### src/rtl/bin2bcd_pkg.sv
// bin2bcd_pkg
// Shared definitions for the sequential binary-to-BCD converter:
//   - state_e   : converter FSM states (IDLE, SHIFT, DONE)
//   - SEG_BLANK : active-low segment pattern with every segment off
//   - SEG_TABLE : 16-entry digit -> gfedcba active-low segment table
//   - digits_fit: elaboration helper, true when 10^d > 2^n
package bin2bcd_pkg;

  typedef enum logic [1:0] {
    IDLE  = 2'd0,
    SHIFT = 2'd1,
    DONE  = 2'd2
  } state_e;

  localparam logic [6:0] SEG_BLANK = 7'h7F;

  // Index is the digit value; 10..15 cannot come out of the converter and
  // are shown blank rather than as hex letters.
  localparam logic [6:0] SEG_TABLE [16] = '{
    7'h40, 7'h79, 7'h24, 7'h30, 7'h19, 7'h12, 7'h02, 7'h78,
    7'h00, 7'h10, SEG_BLANK, SEG_BLANK, SEG_BLANK, SEG_BLANK,
    SEG_BLANK, SEG_BLANK
  };

  function automatic bit digits_fit(input int n, input int d);
    logic [127:0] p10;
    p10 = 128'd1;
    for (int i = 0; i < d; i++) p10 = p10 * 128'd10;
    return p10 > (128'd1 << n);
  endfunction

endpackage

### src/rtl/bin2bcd_seq_if.sv
// bin2bcd_seq_if
// Handshake/data bundle between a requester (master) and bin2bcd_seq (slave).
//   start : request a conversion of bin (master -> slave)
//   bin   : N-bit binary value, captured on the accepting edge
//   busy  : conversion in progress
//   done  : one-cycle completion pulse; bcd is valid from this cycle on
//   bcd   : 4*DIGITS packed decimal digits, digit 0 = units
//   state : FSM state, for observation only
//   hex   : 7*DIGITS active-low segments (only with BIN2BCD_SEG_EN)
// Handshake: start is accepted on any rising edge where the slave is in IDLE
// or DONE (i.e. busy is low); start while busy is dropped, not queued. The
// result is reported by a single-cycle done pulse, with no back-pressure.
interface bin2bcd_seq_if #(
  parameter int N      = 8,
  parameter int DIGITS = 3
);
  import bin2bcd_pkg::*;

  logic                  start;
  logic [N-1:0]          bin;
  logic                  busy;
  logic                  done;
  logic [4*DIGITS-1:0]   bcd;
  state_e                state;
`ifdef BIN2BCD_SEG_EN
  logic [7*DIGITS-1:0]   hex;
`endif

  modport master (
`ifdef BIN2BCD_SEG_EN
    input  hex,
`endif
    output start, bin,
    input  busy, done, bcd, state
  );

  modport slave (
`ifdef BIN2BCD_SEG_EN
    output hex,
`endif
    input  start, bin,
    output busy, done, bcd, state
  );

endinterface

### src/rtl/seg7_decode.sv
// seg7_decode
// Combinational BCD digit to seven-segment decoder.
//   digit_i : 4-bit digit value
//   seg_o   : active-low segments, bit order gfedcba (values 10..15 blank)
module seg7_decode
  import bin2bcd_pkg::*;
(
  input  logic [3:0] digit_i,
  output logic [6:0] seg_o
);

  assign seg_o = SEG_TABLE[digit_i];

endmodule

### src/rtl/bin2bcd_seq.sv
// bin2bcd_seq
// Sequential binary-to-BCD converter (shift-and-add-3), one input bit per
// clock. A conversion accepted at edge E0 shifts on E1..EN and presents the
// result with a one-cycle done pulse in the cycle after EN.
//   clk   : rising-edge clock
//   reset : asynchronous, active-low reset
//   bus   : bin2bcd_seq_if slave (start/bin in; busy/done/bcd/state out,
//           plus hex when BIN2BCD_SEG_EN is defined)
// Optional feature macro: BIN2BCD_SEG_EN adds registered seven-segment
// outputs (one seg7_decode per digit).
module bin2bcd_seq
  import bin2bcd_pkg::*;
#(
  parameter int N      = 8,
  parameter int DIGITS = 3
) (
  input  logic          clk,
  input  logic          reset,
  bin2bcd_seq_if.slave  bus
);

  localparam int W  = 4 * DIGITS;
  localparam int CW = (N > 1) ? $clog2(N) : 1;

  if (!digits_fit(N, DIGITS)) begin : g_bad_digits
    $error("bin2bcd_seq: DIGITS=%0d too small for N=%0d", DIGITS, N);
  end
  if (N < 2) begin : g_bad_width
    $error("bin2bcd_seq: N must be at least 2");
  end

  state_e          state_q;
  logic [N-1:0]    shift_q;
  logic [W-1:0]    scratch_q;
  logic [CW-1:0]   cnt_q;
  logic            busy_q;
  logic            done_q;
  logic [W-1:0]    bcd_q;

  logic [W-1:0]    adj;
  logic [W-1:0]    scratch_d;
  logic [N-1:0]    shift_d;

  // Add-3 correction on every digit >= 5, then shift {scratch, shift} left.
  always_comb begin
    adj = scratch_q;
    for (int k = 0; k < DIGITS; k++) begin
      if (scratch_q[4*k +: 4] >= 4'd5) adj[4*k +: 4] = scratch_q[4*k +: 4] + 4'd3;
    end
    scratch_d = {adj[W-2:0], shift_q[N-1]};
    shift_d   = {shift_q[N-2:0], 1'b0};
  end

`ifdef BIN2BCD_SEG_EN
  logic [7*DIGITS-1:0] hex_d;
  logic [7*DIGITS-1:0] hex_q;

  // Decode the value about to be written to bcd so hex updates on the same edge.
  for (genvar k = 0; k < DIGITS; k++) begin : g_seg
    seg7_decode u_dec (
      .digit_i (scratch_d[4*k +: 4]),
      .seg_o   (hex_d[7*k +: 7])
    );
  end

  assign bus.hex = hex_q;
`endif

  always_ff @(posedge clk or negedge reset) begin
    if (!reset) begin
      state_q   <= IDLE;
      shift_q   <= '0;
      scratch_q <= '0;
      cnt_q     <= '0;
      busy_q    <= 1'b0;
      done_q    <= 1'b0;
      bcd_q     <= '0;
`ifdef BIN2BCD_SEG_EN
      hex_q     <= {DIGITS{SEG_BLANK}};
`endif
    end else begin
      case (state_q)
        IDLE, DONE: begin
          if (bus.start) begin
            shift_q   <= bus.bin;
            scratch_q <= '0;
            cnt_q     <= CW'(N - 1);
            state_q   <= SHIFT;
            busy_q    <= 1'b1;
          end else begin
            state_q   <= IDLE;
            busy_q    <= 1'b0;
          end
          done_q <= 1'b0;
        end
        SHIFT: begin
          scratch_q <= scratch_d;
          shift_q   <= shift_d;
          if (cnt_q == '0) begin
            // Last shift: publish the finished value directly, never a partial one.
            bcd_q   <= scratch_d;
`ifdef BIN2BCD_SEG_EN
            hex_q   <= hex_d;
`endif
            state_q <= DONE;
            busy_q  <= 1'b0;
            done_q  <= 1'b1;
          end else begin
            cnt_q   <= cnt_q - CW'(1);
          end
        end
        default: begin
          state_q <= IDLE;
          busy_q  <= 1'b0;
          done_q  <= 1'b0;
        end
      endcase
    end
  end

  assign bus.busy  = busy_q;
  assign bus.done  = done_q;
  assign bus.bcd   = bcd_q;
  assign bus.state = state_q;

endmodule

### src/flat_wrapper.sv
// flat-port wrapper written by rule: the top's interface ports become plain ports
module bin2bcd_seq_flat import bin2bcd_pkg::*;
#(
  parameter int N      = 8,
  parameter int DIGITS = 3
)
  (clk, reset, bus_start, bus_bin, bus_busy, bus_done, bus_bcd, bus_state);
  bin2bcd_seq_if #(.N(N), .DIGITS(DIGITS)) bus_i ();
  input  logic clk;
  input  logic reset;
  input wire logic [$bits(bus_i.start)-1:0] bus_start;
  input wire logic [$bits(bus_i.bin)-1:0] bus_bin;
  output wire logic [$bits(bus_i.busy)-1:0] bus_busy;
  output wire logic [$bits(bus_i.done)-1:0] bus_done;
  output wire logic [$bits(bus_i.bcd)-1:0] bus_bcd;
  output wire logic [$bits(bus_i.state)-1:0] bus_state;
  assign bus_i.start = bus_start;
  assign bus_i.bin = bus_bin;
  assign bus_busy = bus_i.busy;
  assign bus_done = bus_i.done;
  assign bus_bcd = bus_i.bcd;
  assign bus_state = bus_i.state;
  bin2bcd_seq #(.N(N), .DIGITS(DIGITS)) u_core (.clk(clk), .reset(reset), .bus(bus_i));
endmodule
### config.mk
export PLATFORM = sky130hd
export DESIGN_NAME = bin2bcd_seq_flat
export DESIGN_NICKNAME = d
export VERILOG_FILES = /design/src/rtl/bin2bcd_pkg.sv /design/src/rtl/bin2bcd_seq_if.sv /design/src/rtl/seg7_decode.sv /design/src/rtl/bin2bcd_seq.sv /design/src/flat_wrapper.sv
export SDC_FILE = /design/constraint.sdc
export NUM_CORES = 1
export LEC_CHECK = 0
export BUFFER_PORTS_ARGS = -buffer_cell sky130_fd_sc_hd__buf_4
export CAP_MARGIN = 30
export CORE_ASPECT_RATIO = 0.8
export CORE_UTILIZATION = 55
export CTS_BUF_LIST = sky130_fd_sc_hd__clkbuf_4 sky130_fd_sc_hd__clkbuf_8
export CTS_CLUSTER_SIZE = 14
export DETAILED_ROUTE_END_ITERATION = 8
export HOLD_SLACK_MARGIN = 0.03
export PLACE_DENSITY = 0.78
export SLEW_MARGIN = 20
export SYNTH_ARGS = -nofsm -noshare
export SYNTH_HDL_FRONTEND = slang
export SYNTH_SLANG_ARGS = --single-unit
### constraint.sdc
create_clock -name clk -period 2.47 [get_ports clk]
set_input_delay 0.3705 -clock clk [delete_from_list [all_inputs] [get_ports clk]]
set_output_delay 0.3705 -clock clk [all_outputs]
set_load 0.02 [all_outputs]
==> results of run 1 <==
-- how the worst max path moves through the flow --
stage                                    start  depth (start not counted)                          endpoint  slack [ns]
2_1_floorplan  u_core.scratch_q[4]$_DFFE_PN0P_                          6     u_core.bus.bcd[6]$_DFFE_PN0P_        0.99
3_3_place_gp   u_core.bus.state[0]$_DFFE_PN0P_                          4  u_core.scratch_q[11]$_DFFE_PN0P_        0.85
3_5_place_dp   u_core.bus.state[0]$_DFFE_PN0P_                          4  u_core.scratch_q[11]$_DFFE_PN0P_        0.78
4_1_cts        u_core.bus.state[0]$_DFFE_PN0P_                          4  u_core.scratch_q[11]$_DFFE_PN0P_        0.77
5_1_grt        u_core.bus.state[0]$_DFFE_PN0P_                          4   u_core.scratch_q[3]$_DFFE_PN0P_        0.63
6_report       u_core.bus.state[0]$_DFFE_PN0P_                          4  u_core.scratch_q[11]$_DFFE_PN0P_        0.75
-- worst max-delay path: stages, from the launching register on --
cell      delay, ns
dfrtp_1        0.41
nand2b_1       0.32
nand2_1        0.49
o31ai_1        0.15
a32o_1         0.23
-- registers in the layout (all words and copies together) (netlist names) --
signal,cells
u_core.bus.state,2
u_core.cnt_q,3
u_core.bus.busy,1
u_core.bus.bcd,12
u_core.scratch_q,12
u_core.shift_q,8
-- final cells by class --
type | instances | area, sq um
clock buffer | 7 | 90.09
clock inverter | 1 | 5.005
fill | 231 | 1020
inverter | 9 | 33.78
multi-input combinational | 117 | 725.7
sequential | 38 | 950.9
tap | 40 | 50.05
timing repair buffer | 28 | 210.2
-- logic make-up after synthesis --
group,share of synthesized area (%)
compound gates,17.96
xor+xnor,1.485
simple gates,14.00
mux,1.909
buf+inv,5.233
flops,53.75
fa+ha+maj,5.658
-- power breakdown --
part	total [mW]	internal [mW]	switching, mW
registers	1.11	0.910	0.204
logic	1.47	0.621	0.849
clock network	0.453	0.236	0.217
total	3.04	1.77	1.27
-- cell usage in the layout (no fill, tap or decap) --
| cell | instances |
|---|---|
| nor2_1 | 16 |
| o21ai_1 | 11 |
| nand2_2 | 1 |
| nand2_1 | 22 |
| mux2_2 | 3 |
| nand2b_1 | 5 |
| buf_4 | 28 |
| xnor2_1 | 3 |
| o22ai_1 | 12 |
| o21ai_0 | 3 |
| nor3b_1 | 5 |
| nor3_1 | 1 |
| a21o_1 | 1 |
| a21oi_1 | 7 |
| o31ai_1 | 4 |
| nor2_2 | 1 |
| a32o_1 | 3 |
| nor2b_1 | 3 |
| o21ai_2 | 4 |
| a22o_1 | 1 |
| inv_1 | 9 |
| clkbuf_4 | 1 |
| clkbuf_8 | 6 |
| ha_1 | 8 |
| clkinv_2 | 1 |
| dfrtp_1 | 38 |
| a21oi_2 | 3 |
-- metrics by stage --
step / setup slack (ns) / area, sq um
CTS: 0.7693 / 2066
detailed placement: 0.7822 / 1971
global placement: 0.8503 / 1971
finish: 0.7519 / 2066
global route: 0.6325 / 2066
floorplan: 0.9909 / 1769
-- metal layers --
| metal | vias to the layer above | wire, um | GRT usage, % |
|---|---|---|---|
| li1 | 646 | - | - |
| met1 | 625 | 1637 | 31.39 |
| met2 | 36 | 1598 | 32.99 |
| met3 | 6 | 200 | 8.478 |
| met4 | 0 | 58 | 10.51 |
| met5 | - | 0 | 0 |
==> results by group, run 1 <==
Logic synthesis
  • Cells after Synth: 172
  • Yosys Warn Count: 0
  • Top cell type's share of synthesized area: 53.75%
  • Netlist cell types: 26
  • Syn Area/Cell: 10.29 sq um
  • Area leader, netlist: dfrtp_1
  • Most common cell in the synthesized netlist: dfrtp_1
  • Synth top area cells: dfrtp_1 (54%), ha_1 (5.7%), nand2_1 (4.7%), o22ai_1 (4.2%), nor2_1 (3.4%)
  • Mapped Area: 1769 sq um
  • Post-Syn Nets: 191
  • Synth cell count leaders: dfrtp_1 (38), nand2_1 (22), nor2_1 (16)
  • Ys flop type: dfrtp_1
  • #FFs+latches synth: 38
  • EDFF count, synth: 0
  • Sequential-to-total area share from yosys stat: 53.75%
  • Asr flop ratio synth: 100.0%

Power
  • Peak VDD IR: 753.8 uV
  • Total power: 3.038 mW
  • PD cells: 1471 nW/um^2
  • Pleak: 0.9797 nW

Clock tree
  • Worst-Skew Late Latency: 0.30 ns
  • Post_cts resized: 0
  • CTS Buf Count: 5
  • Clk buf depth: 2
  • CTS tree: built
  • CTS H-Tree Depth: 2
  • Root buffer cell: clkbuf_8
  • Hold_buf cts: 0
  • Clock net sink count: 38
  • CTS clk-pin slew, worst paths: 0.07 ns
  • Setup bufs post-CTS: 0

Route
  • Post-DRT Antenna Nets: 0
  • Vias per cell: 5.471
  • DRT iter0 DRCs: 120
  • 1st-pass router iterations: 4
  • DR vias: 1313
  • DRC Markers: 0
  • Wirelength, routed: 3.494 mm
  • DR WL/cell: 14.56 um

Critical path
  • Crit. End Element: flip-flop
  • CP arrival: 1.91 ns
  • Crit Path Max Fanout: 16
  • CP Launch Type: flip-flop
  • Depth of the most critical reg-to-reg path: 4
  • R2r endpoint: u_core.scratch_q[11]$_DFFE_PN0P_
  • Worst reg2reg path startpoint: u_core.bus.state[0]$_DFFE_PN0P_
  • CP Data Required Time: 2.66 ns
  • CP Class: reg2reg
  • R2R Setup Slk: 0.75 ns

Floorplanning
  • I/O pin count: 27
  • Initial core utilization: 57.34%
  • Die H: 52.73 um
  • Die width: 65.41 um
  • Row count: 18
  • Die ar.: 3449 sq um
  • Core area: 3085 sq um

Cells and area
  • Ant. Diodes: 0
  • Nets: 218
  • Area delta synth->final: 16.76%
  • Share of layout cells above drive strength 1: 24.00%
  • Fin util: 66.95%
  • Final cell count without fillers: 240

Timing
  • Worst relative slew slack: 64.90%
  • Max Slew Vio Count: 0
  • Tmin final: 1.718 ns
  • RSZ-0062 raised after global routing: false
  • Final Cycle Share: 69.56%
  • Fin. Hold Viols: 0
  • Hold Slack: 0.02150 ns
  • Slew @ Worst Pin: 0.5252 ns
  • Setup TNS: 0 ns
  • F_max: 582.1 MHz
  • Layout Skew: 0.007553 ns
  • Finish-stage setup viols: 0

Global routing
  • Initial antenna violation count: 0
  • Global-route wire length before repair: 5.664 mm
  • Grt total ovfl: 0
  • Largest net degree at the start of global routing: 39
  • Vias in the first global route: 1211
  • Total GRT Usage: 23.15%

Job
  • Max-cap viol count: 0

Status
  • Status: completed

Worst hold path
  • Worst min path class: in2async

Place
  • Buffers on Ports: 26
  • Post-DP HPWL: 2.387 mm
  • DP Cell Count: 232
  • Gpl congestion: 0.7934
No activity file was read; power rests on OpenSTA's default activity.
==> run 2, diff against run 1 <==
clock period = 1.75 ns   (was 2.47 ns; I/O delays follow)
==> run 2 against run 1 <==
  * Register-to-register slack got worse by 0.65 ns
  * Via count decreased by 0.84%
  * First-iteration DRC count decreased by 22%
  * Critical path depth increased by 2
  * Worst hold slack improved by 0.18 ns
==> results by group, run 2 (same netlist as run 1, synthesis figures left out) <==
Timing
  • Worst relative slew slack: 68.72%
  • F_max: 607.1 MHz
  • Setup TNS: 0 ns
  • RSZ-0062 raised after global routing: false
  • Fin. Hold Viols: 0
  • Tmin final: 1.647 ns
  • Layout Skew: 0.005293 ns
  • Slew @ Worst Pin: 0.4691 ns
  • Finish-stage setup viols: 0
  • Max Slew Vio Count: 0
  • Final Cycle Share: 94.12%
  • Hold Slack: 0.2004 ns

Critical path
  • Delay-heaviest family, CP: flip-flops
  • CP Class: reg2reg
  • CP arrival: 1.86 ns
  • R2R Setup Slk: 0.10 ns
  • CP Launch Type: flip-flop
  • CP Data Required Time: 1.96 ns
  • Depth of the most critical reg-to-reg path: 6
  • WP buf/inv: 1
  • Crit Path Max Fanout: 5
  • R2r endpoint: u_core.bus.bcd[2]$_DFFE_PN0P_
  • Crit path max-delay cell type: dfrtp_1
  • Worst-path cell chain: inv_1 -> ha_1 -> nand2b_1 -> a21oi_2 -> mux2_2 -> o21ai_2
  • Crit. End Element: flip-flop
  • CP peak stage delay: 0.40 ns
  • Worst reg2reg path startpoint: u_core.scratch_q[0]$_DFFE_PN0P_

Clock tree
  • Clock net sink count: 38
  • CTS Buf Count: 5
  • Clk buf depth: 2
  • Worst-Skew Late Latency: 0.29 ns
  • CTS tree: built
  • CTS H-Tree Depth: 2
  • Root buffer cell: clkbuf_8
  • CTS clk-pin slew, worst paths: 0.07 ns

Place
  • Post-DP HPWL: 2.365 mm
  • Placed inst area: 1993 sq um
  • Gpl congestion: 0.7759
  • Buffers on Ports: 26

Cells and area
  • Share of layout cells above drive strength 1: 25.62%
  • Ant. Diodes: 0
  • Area delta synth->final: 18.25%
  • Multi-input logic area: 730.7 sq um
  • Nets: 222
  • Reg area: 950.9 sq um
  • Final Cell Area: 2092 sq um
  • Most frequent cells in the layout: dfrtp_1 (38), buf_4 (31), nand2_1 (22)
  • Commonest non-fill, non-tap cell in the layout: dfrtp_1
  • FILL cells: 222

Worst hold path
  • Hold Path Cell Cnt: 2
  • Hold Path End: u_core.shift_q[0]$_DFFE_PN0P_
  • Origin of the worst min-delay path: bus_bin[0]
  • Worst min path class: in2reg

Route
  • DR vias: 1302
  • DRC Markers: 0
  • Vias per cell: 5.358
  • WL met2: 1.576 mm
  • Met3 routed WL: 163 um
  • Max layer used: met4
  • Wirelength, routed: 3.396 mm
  • DR WL/cell: 13.98 um
  • Post-DRT Antenna Nets: 0
  • 1st-pass router iterations: 4
  • DRT iter0 DRCs: 94
  • Met1 Wirelength: 1.618 mm

Floorplanning
  • Core area: 3085 sq um
  • I/O pin count: 27
  • Die H: 52.73 um
  • Row count: 18
  • Initial core utilization: 57.34%
  • Die ar.: 3449 sq um
  • Die width: 65.41 um

Power
  • Total power: 4.269 mW
  • Peak VDD IR: 990.2 uV
  • Pleak: 0.9893 nW
  • PD cells: 2041 nW/um^2

Global routing
  • Vias in the first global route: 1221
  • Grt total ovfl: 0
  • Total GRT Usage: 23.93%
  • Initial antenna violation count: 0
  • Global-route wire length before repair: 5.727 mm
  • Largest net degree at the start of global routing: 39

Status
  • Status: completed

Job
  • Max-cap viol count: 0
==> run 2: layout make-up <==
cell class,instances,share of cell area (%)
flip-flops and latches,38,45.45
multi-input cells,117,34.93
repair buffers,32,11.60
clock buffers,7,4.007
well taps,40,2.392
inverters,9,1.615
==> run 2: worst reg2reg max path, stage by stage, from the launching register on <==
cell and delay (ns):
dfrtp_1 0.40, inv_1 0.11, ha_1 0.25, nand2b_1 0.11, a21oi_2 0.20, mux2_2 0.38
o21ai_2 0.12
==> run 2: per-layer routing <==
layer / up-vias / track usage [%]
li1: 651 / -
met5: - / 0
met3: 6 / 6.087
met4: 0 / 14.86
met1: 613 / 30.98
met2: 32 / 36.08
==> run 2: power by group <==
part           total [mW]  switching (mW)  internal (mW)
logic                2.10            1.19          0.908
clock network       0.595           0.290          0.305
registers            1.57           0.288           1.29
total                4.27            1.77           2.50
==> run 2: worst max path at each step <==
| stage | startpoint | endpoint | slack [ns] | cells past startpoint |
|---|---|---|---|---|
| after global placement | u_core.scratch_q[0]$_DFFE_PN0P_ | u_core.bus.bcd[2]$_DFFE_PN0P_ | 0.18 | 6 |
| final | u_core.scratch_q[0]$_DFFE_PN0P_ | u_core.bus.bcd[2]$_DFFE_PN0P_ | 0.10 | 6 |
| after global routing | u_core.scratch_q[0]$_DFFE_PN0P_ | u_core.scratch_q[2]$_DFFE_PN0P_ | 0.02 | 6 |
| after floorplan | u_core.scratch_q[4]$_DFFE_PN0P_ | u_core.bus.bcd[6]$_DFFE_PN0P_ | 0.27 | 6 |
| after CTS | u_core.scratch_q[0]$_DFFE_PN0P_ | u_core.bus.bcd[2]$_DFFE_PN0P_ | 0.10 | 6 |
| after detailed placement | u_core.scratch_q[0]$_DFFE_PN0P_ | u_core.bus.bcd[2]$_DFFE_PN0P_ | 0.13 | 6 |
==> run 2: repair_timing <==
| action | CTS | global route |
|---|---|---|
| hold buffers | 1 | 0 |
| gates resized for setup | 0 | 2 |
| hold endpoints to repair | 38 | 0 |
| setup endpoints to repair | 0 | 3 |
| setup buffers | 0 | 0 |
==> run 2: metrics by stage <==
step,setup slack (ns),instances,util [%]
finish,0.1029,243,67.80
global route,0.01870,243,67.80
CTS,0.1011,243,67.64
detailed placement,0.1329,235,64.60
global placement,0.1815,235,64.60
floorplan,0.2709,172,-
==> run 3, diff against run 2 <==
CTS_BUF_LIST = sky130_fd_sc_hd__clkbuf_4 sky130_fd_sc_hd__clkbuf_8 sky130_fd_sc_hd__clkbuf_16   (was sky130_fd_sc_hd__clkbuf_4 sky130_fd_sc_hd__clkbuf_8)
RECOVER_POWER = 25   (was default)
==> run 3 against run 2 <==
  * Critical path depth is the same
  * Setup slack is the same
  * Register-to-register slack is essentially flat
  * Critical path type unchanged
  * Critical endpoint unchanged
==> results by group, run 3 (same netlist as run 1, synthesis figures left out) <==
Status
  • Status: completed

Cells and area
  • Share of layout cells above drive strength 1: 25.62%
  • Ant. Diodes: 0
  • Nets: 222
  • Commonest non-fill, non-tap cell in the layout: dfrtp_1
  • Area delta synth->final: 18.10%
  • Most frequent cells in the layout: dfrtp_1 (38), buf_4 (30), nand2_1 (22)
  • Final Cell Area: 2090 sq um
  • Fin util: 67.72%

Timing
  • F_max: 607.1 MHz
  • RSZ-0062 raised after global routing: false
  • Hold Slack: 0.2004 ns
  • Max Slew Vio Count: 0
  • Setup TNS: 0 ns
  • Finish-stage setup viols: 0
  • Tmin final: 1.647 ns
  • Final Cycle Share: 94.12%
  • Setup WS post-layout: 0.1029 ns
  • Worst relative slew slack: 39.19%
  • Layout Skew: 0.005293 ns
  • Slew @ Worst Pin: 0.9122 ns
  • Fin. Hold Viols: 0

Global routing
  • Largest net degree at the start of global routing: 39
  • Total GRT Usage: 23.93%
  • Global-route wire length before repair: 5.727 mm
  • Grt total ovfl: 0
  • Vias in the first global route: 1221
  • Initial antenna violation count: 0

Place
  • Buffers on Ports: 26
  • Post-DP HPWL: 2.365 mm
  • Gpl congestion: 0.7759
  • Worst slack at placement: 0.1329 ns
  • Placed inst area: 1993 sq um

Critical path
  • CP Launch Type: flip-flop
  • CP Data Required Time: 1.96 ns
  • Crit. End Element: flip-flop
  • Crit Path Max Fanout: 5
  • Depth of the most critical reg-to-reg path: 6
  • CP Class: reg2reg
  • CP arrival: 1.86 ns
  • Worst reg2reg path startpoint: u_core.scratch_q[0]$_DFFE_PN0P_
  • R2R Setup Slk: 0.10 ns
  • R2r endpoint: u_core.bus.bcd[2]$_DFFE_PN0P_

Worst hold path
  • Hold Path End: u_core.shift_q[0]$_DFFE_PN0P_
  • Hold Path Cell Cnt: 2
  • Worst min path class: in2reg
  • Origin of the worst min-delay path: bus_bin[0]

Clock tree
  • Root buffer cell: clkbuf_8
  • CTS H-Tree Depth: 2
  • Clk buf depth: 2
  • CTS tree: built
  • Setup bufs post-CTS: 0
  • Worst-Skew Late Latency: 0.29 ns
  • CTS Buf Count: 5
  • CTS clk-pin slew, worst paths: 0.07 ns
  • Clock net sink count: 38

Route
  • DRT iter0 DRCs: 94
  • DR vias: 1302
  • DR WL/cell: 13.98 um
  • Vias per cell: 5.358
  • Post-DRT Antenna Nets: 0
  • Wirelength, routed: 3.396 mm
  • DRC Markers: 0
  • 1st-pass router iterations: 4

Floorplanning
  • Die width: 65.41 um
  • Die H: 52.73 um
  • Core area: 3085 sq um
  • Row count: 18
  • I/O pin count: 27
  • Initial core utilization: 57.34%
  • Die ar.: 3449 sq um

Power
  • PD cells: 2043 nW/um^2
  • Pleak: 0.9886 nW
  • Peak VDD IR: 990.1 uV

Job
  • Max-cap viol count: 0
==> run 3: power by group <==
| part | switching [mW] | leakage [nW] | total [mW] | internal (mW) |
|---|---|---|---|---|
| registers | 0.288 | 0.473 | 1.57 | 1.29 |
| clock network | 0.290 | 0.0452 | 0.595 | 0.305 |
| logic | 1.19 | 0.470 | 2.10 | 0.907 |
==> run 3: worst max path at each step <==
stage	end	cells past startpoint	startpoint
6_report	u_core.bus.bcd[2]$_DFFE_PN0P_	6	u_core.scratch_q[0]$_DFFE_PN0P_
2_1_floorplan	u_core.bus.bcd[6]$_DFFE_PN0P_	6	u_core.scratch_q[4]$_DFFE_PN0P_
4_1_cts	u_core.bus.bcd[2]$_DFFE_PN0P_	6	u_core.scratch_q[0]$_DFFE_PN0P_
3_3_place_gp	u_core.bus.bcd[2]$_DFFE_PN0P_	6	u_core.scratch_q[0]$_DFFE_PN0P_
3_5_place_dp	u_core.bus.bcd[2]$_DFFE_PN0P_	6	u_core.scratch_q[0]$_DFFE_PN0P_
5_1_grt	u_core.scratch_q[2]$_DFFE_PN0P_	6	u_core.scratch_q[0]$_DFFE_PN0P_
==> run 3: per-layer routing <==
layer	global-route usage, %	wire (um)	vias up
met5	0	0	-
met3	6.087	163	6
li1	-	-	651
met1	30.98	1618	613
met2	36.08	1576	32
met4	14.86	37	0
==> run 3: through the flow <==
stage | power, mW | cells
after detailed placement | 3.683 | 235
after floorplan | 3.073 | 172
after global placement | 3.567 | 235
after global routing | 4.630 | 243
final | 4.268 | 243
after CTS | 4.287 | 243
==> run 3: layout make-up <==
cell class                      instances  area [sq um]
Fill cell                             223         996.0
Tap cell                               40         50.05
Sequential cell                        38         950.9
Inverter                                9         33.78
Multi-Input combinational cell        117         730.7
Clock buffer                            7         83.83
Timing Repair Buffer                   32         240.2
==> run 3: timing repair <==
action / CTS / global route
endpoints found under the setup margin: 0 / 3
resized for setup: 0 / 2
hold endpoints to repair: 38 / 0
hold buffers: 1 / 0
==> run 3: worst max-delay path, cell delays in order (launching register included) <==
cell,delay [ns]
dfrtp_1,0.40
inv_1,0.11
ha_1,0.24
nand2b_1,0.11
a21oi_2,0.20
mux2_2,0.38
o21ai_2,0.12
